===== config.mk =====
export PLATFORM = sky130hd
export DESIGN_NAME = mmul_feed_sequencer
export DESIGN_NICKNAME = d
export VERILOG_FILES = /design/src/rtl/mmul_feed_sequencer.sv
export SDC_FILE = /design/constraint.sdc
export NUM_CORES = 1
export LEC_CHECK = 0
export CAP_MARGIN = 20
export CORE_UTILIZATION = 45
export CTS_BUF_LIST = sky130_fd_sc_hd__clkbuf_16
export DETAILED_ROUTE_END_ITERATION = 12
export PLACE_DENSITY = 0.72
export SLEW_MARGIN = 20
export SYNTH_ARGS = -nofsm -noshare
export SYNTH_HDL_FRONTEND = slang
export SYNTH_SLANG_ARGS = --single-unit
export TNS_END_PERCENT = 1

===== constraint.sdc =====
create_clock -name clk -period 2 [get_ports clk]
set_input_delay 0.4 -clock clk [delete_from_list [all_inputs] [get_ports clk]]
set_output_delay 0.4 -clock clk [all_outputs]
set_load 0.01 [all_outputs]

===== src/rtl/mmul_feed_sequencer.sv =====
`default_nettype none
// ============================================================================
//  Module   : mmul_feed_sequencer
//  Purpose  : Read-side sequencer for the west/north ping-pong buffers.
//             Waits for a bank to be reported fully written, then reads it
//             out one address per cycle: west ports A and B, and north port A.
//             It generates feed-valid strobes that line up with the BRAM read
//             latency and drives the systolic array enable. When the array
//             and the accumulator report completion, it hands the bank back
//             to the writer.
//  Ports    : clk, rst_n (synchronous, active-low)
//             bank_ready_i/_sel_i  - bank fully written (pulse + index)
//             systolic_finish_i    - array consumed feed (level)
//             acc_done_i           - accumulator done (rising edge used)
//             rd_bank_sel_o        - bank being read
//             w_rd_en_o, w_addra_o, w_addrb_o - west read port A/B
//             n_rd_en_o, n_addra_o - north read port A
//             w_feed_valid_o, n_feed_valid_o - read data valid strobes
//             enable_matmul_o      - systolic array enable
//             bank_release_o/_sel_o - bank free for writing (pulse + index)
//             busy_o, err_overflow_o - status / sticky overflow
//  Revision : 1.0 - initial release
// ============================================================================
module mmul_feed_sequencer #(
    parameter int ADDR_WIDTH = 4,
    parameter int W_COL_X    = 4,
    parameter int N_COL_X    = 4,
    parameter int RD_LATENCY = 2
) (
    input  logic                  clk,
    input  logic                  rst_n,
    input  logic                  bank_ready_i,
    input  logic                  bank_ready_sel_i,
    input  logic                  systolic_finish_i,
    input  logic                  acc_done_i,
    output logic                  rd_bank_sel_o,
    output logic                  w_rd_en_o,
    output logic [ADDR_WIDTH-1:0] w_addra_o,
    output logic [ADDR_WIDTH-1:0] w_addrb_o,
    output logic                  n_rd_en_o,
    output logic [ADDR_WIDTH-1:0] n_addra_o,
    output logic                  w_feed_valid_o,
    output logic                  n_feed_valid_o,
    output logic                  enable_matmul_o,
    output logic                  bank_release_o,
    output logic                  bank_release_sel_o,
    output logic                  busy_o,
    output logic                  err_overflow_o
);

    typedef enum logic [2:0] {
        S_IDLE    = 3'd0,
        S_FEED    = 3'd1,
        S_DRAIN   = 3'd2,
        S_WAIT    = 3'd3,
        S_RELEASE = 3'd4
    } state_t;

    localparam logic [7:0]            C_K_LAST   = 8'(W_COL_X - 1);
    localparam logic [7:0]            C_N_LIMIT  = 8'(N_COL_X);
    localparam logic [7:0]            C_D_LAST   = 8'(RD_LATENCY - 1);
    localparam logic [ADDR_WIDTH-1:0] C_B_OFFSET = ADDR_WIDTH'(W_COL_X);

    state_t                state_q, state_d;
    logic [1:0]            pending_q, pending_d;
    logic                  next_bank_q, next_bank_d;
    logic                  rd_bank_q, rd_bank_d;
    logic [7:0]            k_q, k_d;
    logic [7:0]            dcnt_q, dcnt_d;
    logic                  fin_seen_q, fin_seen_d;
    logic                  acc_seen_q, acc_seen_d;
    logic                  acc_done_q;
    logic                  err_q, err_d;
    logic [RD_LATENCY-1:0] w_vld_q;
    logic [RD_LATENCY-1:0] n_vld_q;

    logic                  acc_rise;
    logic                  fin_now;
    logic                  acc_now;
    logic                  feeding;
    logic                  n_active;

    // ------------------------------------------------------------------
    // Next-state logic
    // ------------------------------------------------------------------
    always_comb begin
        state_d     = state_q;
        pending_d   = pending_q;
        next_bank_d = next_bank_q;
        rd_bank_d   = rd_bank_q;
        k_d         = k_q;
        dcnt_d      = dcnt_q;
        fin_seen_d  = fin_seen_q;
        acc_seen_d  = acc_seen_q;
        err_d       = err_q;

        acc_rise = acc_done_i & ~acc_done_q;
        // Completion events are remembered once seen so they may arrive
        // in either order or together.
        fin_now  = fin_seen_q | systolic_finish_i;
        acc_now  = acc_seen_q | acc_rise;

        case (state_q)
            S_IDLE: begin
                if (pending_q[next_bank_q]) begin
                    state_d   = S_FEED;
                    rd_bank_d = next_bank_q;
                    k_d       = 8'd0;
                end
            end
            S_FEED: begin
                if (k_q == C_K_LAST) begin
                    state_d = S_DRAIN;
                    dcnt_d  = 8'd0;
                end else begin
                    k_d = k_q + 8'd1;
                end
            end
            S_DRAIN: begin
                if (dcnt_q == C_D_LAST) begin
                    state_d    = S_WAIT;
                    fin_seen_d = 1'b0;
                    acc_seen_d = 1'b0;
                end else begin
                    dcnt_d = dcnt_q + 8'd1;
                end
            end
            S_WAIT: begin
                if (fin_now && acc_now) begin
                    state_d    = S_RELEASE;
                    fin_seen_d = 1'b0;
                    acc_seen_d = 1'b0;
                end else begin
                    fin_seen_d = fin_now;
                    acc_seen_d = acc_now;
                end
            end
            S_RELEASE: begin
                pending_d[rd_bank_q] = 1'b0;
                next_bank_d          = ~next_bank_q;
                state_d              = S_IDLE;
            end
            default: state_d = S_IDLE;
        endcase

        // Applied after the release clear so a simultaneous set wins.
        if (bank_ready_i) begin
            if (pending_q[bank_ready_sel_i]) begin
                err_d = 1'b1;
            end
            pending_d[bank_ready_sel_i] = 1'b1;
        end
    end

    always_ff @(posedge clk) begin
        if (!rst_n) begin
            state_q     <= S_IDLE;
            pending_q   <= 2'b00;
            next_bank_q <= 1'b0;
            rd_bank_q   <= 1'b0;
            k_q         <= 8'd0;
            dcnt_q      <= 8'd0;
            fin_seen_q  <= 1'b0;
            acc_seen_q  <= 1'b0;
            acc_done_q  <= 1'b0;
            err_q       <= 1'b0;
        end else begin
            state_q     <= state_d;
            pending_q   <= pending_d;
            next_bank_q <= next_bank_d;
            rd_bank_q   <= rd_bank_d;
            k_q         <= k_d;
            dcnt_q      <= dcnt_d;
            fin_seen_q  <= fin_seen_d;
            acc_seen_q  <= acc_seen_d;
            acc_done_q  <= acc_done_i;
            err_q       <= err_d;
        end
    end

    // ------------------------------------------------------------------
    // Read-valid pipelines: strobe emerges RD_LATENCY cycles after enable
    // ------------------------------------------------------------------
    generate
        if (RD_LATENCY == 1) begin : g_pipe_single
            always_ff @(posedge clk) begin
                if (!rst_n) begin
                    w_vld_q <= '0;
                    n_vld_q <= '0;
                end else begin
                    w_vld_q <= w_rd_en_o;
                    n_vld_q <= n_rd_en_o;
                end
            end
        end else begin : g_pipe_multi
            always_ff @(posedge clk) begin
                if (!rst_n) begin
                    w_vld_q <= '0;
                    n_vld_q <= '0;
                end else begin
                    w_vld_q <= {w_vld_q[RD_LATENCY-2:0], w_rd_en_o};
                    n_vld_q <= {n_vld_q[RD_LATENCY-2:0], n_rd_en_o};
                end
            end
        end
    endgenerate

    // ------------------------------------------------------------------
    // Outputs
    // ------------------------------------------------------------------
    assign feeding  = (state_q == S_FEED);
    assign n_active = feeding && (k_q < C_N_LIMIT);

    assign rd_bank_sel_o      = rd_bank_q;
    assign w_rd_en_o          = feeding;
    assign w_addra_o          = feeding ? k_q[ADDR_WIDTH-1:0] : '0;
    assign w_addrb_o          = feeding ? (C_B_OFFSET + k_q[ADDR_WIDTH-1:0]) : '0;
    assign n_rd_en_o          = n_active;
    assign n_addra_o          = n_active ? k_q[ADDR_WIDTH-1:0] : '0;
    assign w_feed_valid_o     = w_vld_q[RD_LATENCY-1];
    assign n_feed_valid_o     = n_vld_q[RD_LATENCY-1];
    // The last west strobe lands in the final drain cycle, so valid
    // followed by S_WAIT forms one contiguous enable window.
    assign enable_matmul_o    = w_vld_q[RD_LATENCY-1] || (state_q == S_WAIT);
    assign bank_release_o     = (state_q == S_RELEASE);
    assign bank_release_sel_o = (state_q == S_RELEASE) ? rd_bank_q : 1'b0;
    assign busy_o             = (state_q != S_IDLE);
    assign err_overflow_o     = err_q;

endmodule
`default_nettype wire


==> results.tsv <==
stage	metric	value	unit
synthesis	synth top area cells	dfxtp_1 38%, a21oi_1 4.9%, and2_1 4.6%	
final_layout	commonest non-fill, non-tap cell in the layout	dfxtp_1	
synthesis	Netlist cell types	49	
die	Die X	62.0	um
synthesis	Synth Area per Inst	8.81	um^2
power	Cell Pwr Density	981	nW/um^2
placed_design	HPWL Detailed	2900	um
final_layout	most frequent cells in the layout	30 x dfxtp_1, 17 x buf_4, 15 x a21oi_1	
hold_path	worst hold path stage count	1	
sta	Worst-Margin Slew	374	ps
worst_setup_path	CP Max Fanout	7	
synthesis	Primary FF master, synth	dfxtp_1	
sta	Final Hold Fails	0	
die	core area	3390	um^2
route	Pre-antenna DRT Iters	5	
route	DRC Markers	0	
route	initial drt markers	122	
synthesis	Cell Area, Synth	1620	um^2
clocking	number of buffers created by CTS	5	
hold_path	worst hold start	n_vld_q[0]	
sta	Fmax	513	MHz
final_layout	Antenna Cells	0	
sta	Hold Slack	432	ps
die	DIE AREA	3850	um^2
placed_design	Placer Congestion	0.832	
global_routing	vias in the first global route	1441	
placed_design	IO Port Bufs	27	
clocking	Worst-path clk slew	50	ps
power	Lkg Pwr	0.900	nW
worst_setup_path	Worst R2R Setup Slack	190	ps
sta	max_slew headroom	75.1	%
die	Site Rows	21	
route	via count	1574	
route	DRT antenna net count	0	
worst_setup_path	Critical Path AT	1550	ps
worst_setup_path	CP Data Required Time	1600	ps
synthesis	register bit total from synthesis	31	
route	wire length per cell	15.4	um
outcome	status	completed	
power	total chip power	0.00214	W
final_layout	area grow syn2layout	34.6	%
worst_setup_path	CP endpoint kind	primary output	
worst_setup_path	R2R cell count	6	
clocking	H-tree Lvls	2	
synthesis	Yosys warning count	0	
hold_path	worst hold path type	register to register	
clocking	clock root buffer	clkbuf_16	
power	Peak VDD IR	0.737	mV
die	Top Ports	28	
synthesis	Synth async-reset ratio	0	%
sta	Worst Skew	4.21	ps
clocking	CTS Buffer Depth	2	
final_layout	Final Instance Count excl. Fillers	274	
global_routing	remaining global-route overflow	0	
clocking	Setup Buffers After CTS	0	
synthesis	number of synthesized flops with an enable pin	0	
sta	max-slew violation count	0	
placed_design	DP Cell Count	266	
global_routing	largest net degree at the start of global routing	15	
route	vias per inst	5.74	
global_routing	first-pass GRT wire length	6570	um
worst_setup_path	Startpoint Class	register	
worst_setup_path	Setup Crit Path Kind	register to primary output	
worst_setup_path	reg2reg end	k_q[6]	
global_routing	initial antenna violation count	0	
die	initial core utilization	47.8	%
final_layout	final core utilization	64.4	%
clocking	worst skew pair latency	280	ps
worst_setup_path	Worst R2R Start	state_q[2]	
synthesis	leading area contributor after synthesis	dfxtp_1	
clocking	CTS sink count	31	
synthesis	Synth top area share	38.3	%
synthesis	Post-Syn Nets	196	
global_routing	GRT Total Usage	23.7	%
clocking	TritonCTS clock tree	done	
final_layout	Fill cells	265	
sta	final cycle utilization of the critical path	97.5	%
route	Final Routed Wirelength	4210	um
final_layout	fraction of layout cells with a size suffix above 1	24.1	%
run	max-cap viol count	0	
synthesis	Seq/Total Area, Yosys	38.3	%
sta	final setup vio count	0	
synthesis	Cells after Synth	184	
die	Die H	62.0	um
hold_path	hold worst-path end	n_vld_q[1]	
sta	clock period minus worst slack	1950	ps
final_layout	Nets	239	
[Yosys cell counts (2+ instances only)]
cell and instances:
o211ai_1 2, nor4_1 2, buf_6 2, mux2_2 2
ha_1 6, nand3_1 7, nand3b_1 2, o21a_1 3
a311oi_1 2, inv_1 7, and3_1 7, nand2_1 14
nand4_1 2, nor3_1 4, and2_1 12, nand2b_1 3
nor2_1 14, dfxtp_1 31, buf_4 3, a311oi_2 4
clkbuf_1 3, a41oi_1 2, a211oi_1 4, o31ai_1 2
o21ai_0 4, a21oi_1 16, a22oi_1 2
[worst max-delay path by stage]
stage          startpoint  depth (start not counted)      endpoint
2_1_floorplan  state_q[0]                          6  n_addra_o[0]
3_3_place_gp   state_q[2]                          5  n_addra_o[1]
3_5_place_dp   state_q[0]                          5  n_addra_o[0]
4_1_cts        state_q[2]                          5  w_addrb_o[0]
5_1_grt        state_q[2]                          4        busy_o
6_report       state_q[2]                          4        busy_o
[sequential cells by signal, summed over array words and instances (netlist names), 2 cells and up]
| signal | cells |
|---|---|
| dcnt_q | 8 |
| k_q | 8 |
| w_vld_q | 2 |
| state_q | 3 |
| n_vld_q | 2 |
| pending_q | 2 |
[what timing repair did]
item,4_1_cts,5_1_grt
hold buffers,0,0
endpoints found under the setup margin,18,15
resized for setup,39,16
hold endpoints to repair,0,0
[area by class of cell]
class | count | area (um^2) | share of cell area [%]
clock inverters | 3 | 20.0 | 0.917
clock buffers | 5 | 125 | 5.73
inverters | 8 | 30.0 | 1.38
multi-input cells | 136 | 966 | 44.3
flip-flops and latches | 31 | 622 | 28.5
well taps | 46 | 57.6 | 2.64
repair buffers | 45 | 362 | 16.6
[worst max-delay path, stage by stage, from the launching register on]
cell             delay, ps
dfxtp_1                310
buf_4                  170
nor3_4                 230
inv_1                   80
clkdlybuf4s50_1        480
[per-layer routing]
layer / global-route usage [%] / share of wire (%)
met4: 12.7 / 2.6
met5: 0 / 0
met3: 7.04 / 4.5
met2: 38.3 / 51
met1: 28.3 / 42
[per-stage QoR]
stage                     setup TNS [ps]  setup slack (ps)  cell area [um^2]
after global placement              -131             -33.8              2020
after global routing               -3.77             -3.75              2180
final                                  0              49.5              2180
after floorplan                        0              18.5              1620
after detailed placement            -323             -86.9              2020
after CTS                          -4.20             -4.20              2160
[report_power, final]
group	internal [W]	switching, W	leakage, nW
combinational	0.000318	0.000408	0.583
clock	0.000457	0.000269	0.0658
sequential	0.000662	0.0000268	0.252
[cell families after synthesis]
logic type | after synthesis | synth area share, %
flip-flops | 31 | 38.3
AO/OA/AOI/OAI | 50 | 23.3
AND/OR/NAND/NOR | 76 | 25.6
adder cells (fa/ha/maj) | 6 | 4.63
XOR/XNOR | 1 | 0.540
buffers and inverters | 17 | 5.63
multiplexers | 3 | 2.01
(Power assumes the default switching activity.)
==> patch 1, RTL diff (same settings) <==
Take the reset off `k_q` and load it in a clocked block of its own.
--- a/src/rtl/mmul_feed_sequencer.sv
+++ b/src/rtl/mmul_feed_sequencer.sv
@@ -160,3 +160,2 @@
             rd_bank_q   <= 1'b0;
-            k_q         <= 8'd0;
             dcnt_q      <= 8'd0;
@@ -171,3 +170,2 @@
             rd_bank_q   <= rd_bank_d;
-            k_q         <= k_d;
             dcnt_q      <= dcnt_d;
@@ -178,2 +176,6 @@
         end
+    end
+
+    always_ff @(posedge clk) begin
+        k_q <= k_d;
     end
Function: no difference found for any inputs over 10 cycles, from zero or initial values and one cycle with rst_n low; that may be too few to reach the edited logic, so the function may still have changed.
==> patch 1 against the unedited design <==
  * Non-clock buffer count grew 3
  * Register-to-register slack worse by 0.04 ns
  * Routed wire length shrank 17%
  * Cell area grew 1.2%
  * Setup slack worse by 0.094 ns
  * Critical path depth rose by 1
  * Critical endpoint is now n_addra_o[1]
  * Total power rose by 9.2%
  * Largest power group is now registers
  * The flow now finishes with violations (negative setup slack)
  * Sequential cell count stayed put
  * Area after synthesis is 1.5% lower
==> patch 1: results (changes against the unedited design) <==
status finished with violations; failing checks negative setup slack; NumNets Final 230 (-3.8%); Total GRT Usage 20.5% (-3.2 points); DR WL met2 1790 microns (-16%); met1 wire length 1500 microns (-15%); drt total wl 3490 microns (-17%); top cells by area, synth dfxtp_1, edfxtp_1, and2_1; Post-Synthesis Cells 169 (-8.2%); ant diodes 0 (unchanged); Post-synth EDFFs 8 (+8); placed cells 254 (-4.5%); Final setup viols 2 (+2); sequential-to-total area share from yosys stat 43.9% (+5.6 points); DR vias 1,399 (-11%); Worst Path Max Fanout 5 (-2); syn_nets 181 (-7.7%); Synth cell types 44 (-10%); metal3 WL 142 microns (-26%); worst path arrival time 1.64 ns (+0.09 ns); Worst VDD drop 0.446 mV (-40%); RD Place Congestion 0.820 (-1.5%); vias in the first global route 1,302 (-9.6%); largest net degree at the start of global routing 20 (+5); dpl ws -0.242 ns (-0.155 ns); Hold WC Path Type register to register; share of cells above drive strength 1 22.8% (-1.3 points); Worst-Margin Slew 0.361 ns (-0.0128 ns); 1st-pass router iterations 4 (-1); Layout Cells excl Fill 265 (-3.3%); slack of the critical path -0.0442 ns (-0.0937 ns); initial drt markers 60 (-51%); cell leakage power 0.959 nW (+6.6%); post-DP HPWL 2530 microns (-13%); skew final 0.00807 ns (+0.00386 ns); top cells by count, synth dfxtp_1, nor2_1, and2_1, nand2_1; global-route wire length before repair 5640 microns (-14%)
-- patch 1: metal layers --
layer,global-route usage (%),up-vias
met5,0,-
met2,36.3,35
met3,4.62,6
met1,23.4,665
met4,9.52,0
li1,-,693
-- patch 1: final timing paths --
check,slack (ns),startpoint,end,cells past startpoint
setup / recovery,-0.04,k_q[4],n_addra_o[1],5
hold / removal,0.43,w_vld_q[0],w_vld_q[1],1
setup reg to reg,0.15,k_q[4],state_q[0],6
hold reg to reg,0.43,w_vld_q[0],w_vld_q[1],1
-- patch 1: logic make-up (layout without fill, tap and decap cells) --
group	count (synthesis)	count (layout)	share of synthesized area [%]
AO/OA/AOI/OAI	30	30	14.2
XOR/XNOR	7	7	3.84
adder cells (fa/ha/maj)	6	6	4.70
buffers and inverters	14	64	3.76
flip-flops	31	31	43.9
multiplexers	3	3	1.96
AND/OR/NAND/NOR	78	78	27.7
-- patch 1: layout make-up --
| type | count | area, sq um |
|---|---|---|
| tap | 46 | 57.6 |
| clock inverter | 3 | 12.5 |
| timing repair buffer | 48 | 404 |
| sequential | 31 | 701 |
| inverter | 8 | 30.0 |
| multi-input combinational | 124 | 878 |
| fill | 289 | 1150 |
| clock buffer | 5 | 125 |
-- patch 1: where the power goes --
group          switching (W)  leakage (nW)  internal, W  total [W]
Combinational       0.000423         0.619     0.000386   0.000809
Clock               0.000258        0.0751     0.000449   0.000707
Sequential         0.0000648         0.265     0.000757   0.000822
Total               0.000746         0.959      0.00159    0.00234
-- patch 1: critical path, stage by stage (launching register included) --
cell      delay, ns
edfxtp_1       0.45
nor4_4         0.34
and3_4         0.25
buf_6          0.10
and2_4         0.13
buf_6          0.09
-- patch 1: through the flow --
stage | hold WS [ns] | cell area [sq um] | TNS (ns) | util (%)
final | 0.435 | 2210 | -0.0792 | 65.7
after global routing | 0.461 | 2210 | -0.274 | 65.7
after CTS | 0.440 | 2170 | -0.0950 | 64.5
after detailed placement | 0.424 | 2030 | -1.02 | 60.4
after global placement | 0.418 | 2030 | -0.147 | 60.4
after floorplan | 0.412 | 1600 | 0 | -
-- patch 1: what timing repair did --
item	4_1_cts	5_1_grt
resized for setup	35	14
pin swaps	3	3
setup buffers	1	2
setup endpoints to repair	17	10
==> patch 2, RTL diff (same flow settings) <==
Made on the original files. Change the parameter `RD_LATENCY` from 2 to 4.
--- a/src/rtl/mmul_feed_sequencer.sv
+++ b/src/rtl/mmul_feed_sequencer.sv
@@ -27,3 +27,3 @@
     parameter int N_COL_X    = 4,
-    parameter int RD_LATENCY = 2
+    parameter int RD_LATENCY = 4
 ) (
Function: changed (a bounded check fails within 10 cycles, from zero or initial values and one cycle with rst_n low).
==> patch 2 against the unedited design <==
  * Sequential share of layout area increased by 2.1 points
  * First-iteration DRC count shrank 20%
  * Clock skew is 0.0034 ns higher
  * Area after synthesis grew 7.5%
  * Register-to-register slack lost 0.03 ns
  * Routed wire length down 14%
  * Sequential cell count rose by 4
  * Cell area grew 5.4%
  * Total power decreased by 0.33%
  * Sequential power rose by 15%
  * Setup slack worse by 0.045 ns
  * Combinational power fell by 13%
  * Synthesized cell count rose by 6.0%
  * Core utilization shrank 2.0 points
==> patch 2: results (changes against the unedited design) <==
status completed; r2r setup slk 0.16 ns (-0.03 ns); Synth Register Bits 35 (+13%); Multi-input gate area 977 sq um (+1.2%); clock power share 33.4% (-0.5 points); Layout Cells excl Fill 290 (+5.8%); drt total wl 3640 microns (-14%); Post-Synth Adder-Cell Area 3.59% (-1.0 points); fmax 501 MHz (-2.2%); RR Endpoint dcnt_q[7]; syn_nets 206 (+5.1%); top cells by area, synth dfxtp_1, and2_1, ha_1; Buffers excl. clock 48 (+6.7%); area post-placement 0.00218 sq mm (+7.5%); critical path's slowest cell or3b_4; Worst Setup EP n_addra_o[3]; Multi-In Gates 142 (+4.4%); largest net degree at the start of global routing 22 (+7); share of cells above drive strength 1 21.5% (-2.6 points); R2R Path Start k_q[7]; placed cells 282 (+6.0%); worst path arrival time 1.60 ns (+0.05 ns); max incr delay on CP 0.40 ns (-0.08 ns); Net Switching 0.000628 W (-11%); Worst Path Max Fanout 6 (-1); Worst Reg-to-Reg Cells 5 (-1); multiplexer share of the synthesized area 1.87% (-0.14 points); Clock-cell share 5.93% (-0.72 points); Synth Area in XOR/XNOR 1.01% (+0.46 points); Total GRT Usage 18.8% (-5.0 points); Final non-clock buffer share 17.0% (+0.39 points); Setup crit start state_q[1]; global-route wire length before repair 5980 microns (-8.9%); vias per std cell 5.19 (-9.6%); dpl ws -0.0703 ns (+0.0166 ns); met1 Track Usage GR 23.5% (-4.8 points); met1 wire length 1870 microns (+5.9%); Synth cell types 54 (+10%); Post-Layout Inst Area 0.00230 sq mm (+5.4%); DR WL met2 1610 microns (-25%); Synth Area in Compound Gates 20.5% (-2.8 points); Worst VDD drop 0.740 mV (+0.46%); met3 Use GR 4.82% (-2.2 points); RD Place Congestion 0.830 (-0.25%); Post-Synthesis Cells 195 (+6.0%); CP top delay family simple AND/OR/NAND/NOR gates; Core ar. 0.00369 sq mm (+8.8%); vias in the first global route 1,382 (-4.1%); Gate power share 29.6% (-4.3 points); sequential-to-total area share from yosys stat 40.2% (+1.9 points); post-DP HPWL 2580 microns (-11%); fill count 339 (+28%); skew final 0.00761 ns (+0.00340 ns); NumNets Final 252 (+5.4%); PwrDens 927 mW/mm^2 (-5.5%)
[patch 2: cell count changes in the layout (fill, tap and decap cells not counted), moves of 5 or more]
cell,before,now
nor2_1,14,9
dlygate4sd2_1,4,9
a21oi_1,15,3
a21o_1,1,6
[patch 2: worst min-delay path by stage]
stage | from | endpoint | slack [ns] | cells past startpoint
4_1_cts | w_vld_q[1] | w_vld_q[2] | 0.43 | 1
2_1_floorplan | n_vld_q[0] | n_vld_q[1] | 0.41 | 1
6_report | w_vld_q[1] | w_vld_q[2] | 0.43 | 1
3_3_place_gp | n_vld_q[2] | n_vld_q[3] | 0.41 | 1
3_5_place_dp | w_vld_q[2] | w_vld_q[3] | 0.42 | 1
5_1_grt | w_vld_q[1] | w_vld_q[2] | 0.45 | 1
[patch 2: timing repair]
item / in CTS / in global routing
pin swaps: 0 / 2
endpoints found under the hold margin: 0 / 0
endpoints found under the setup margin: 16 / 11
gates resized for setup: 29 / 12
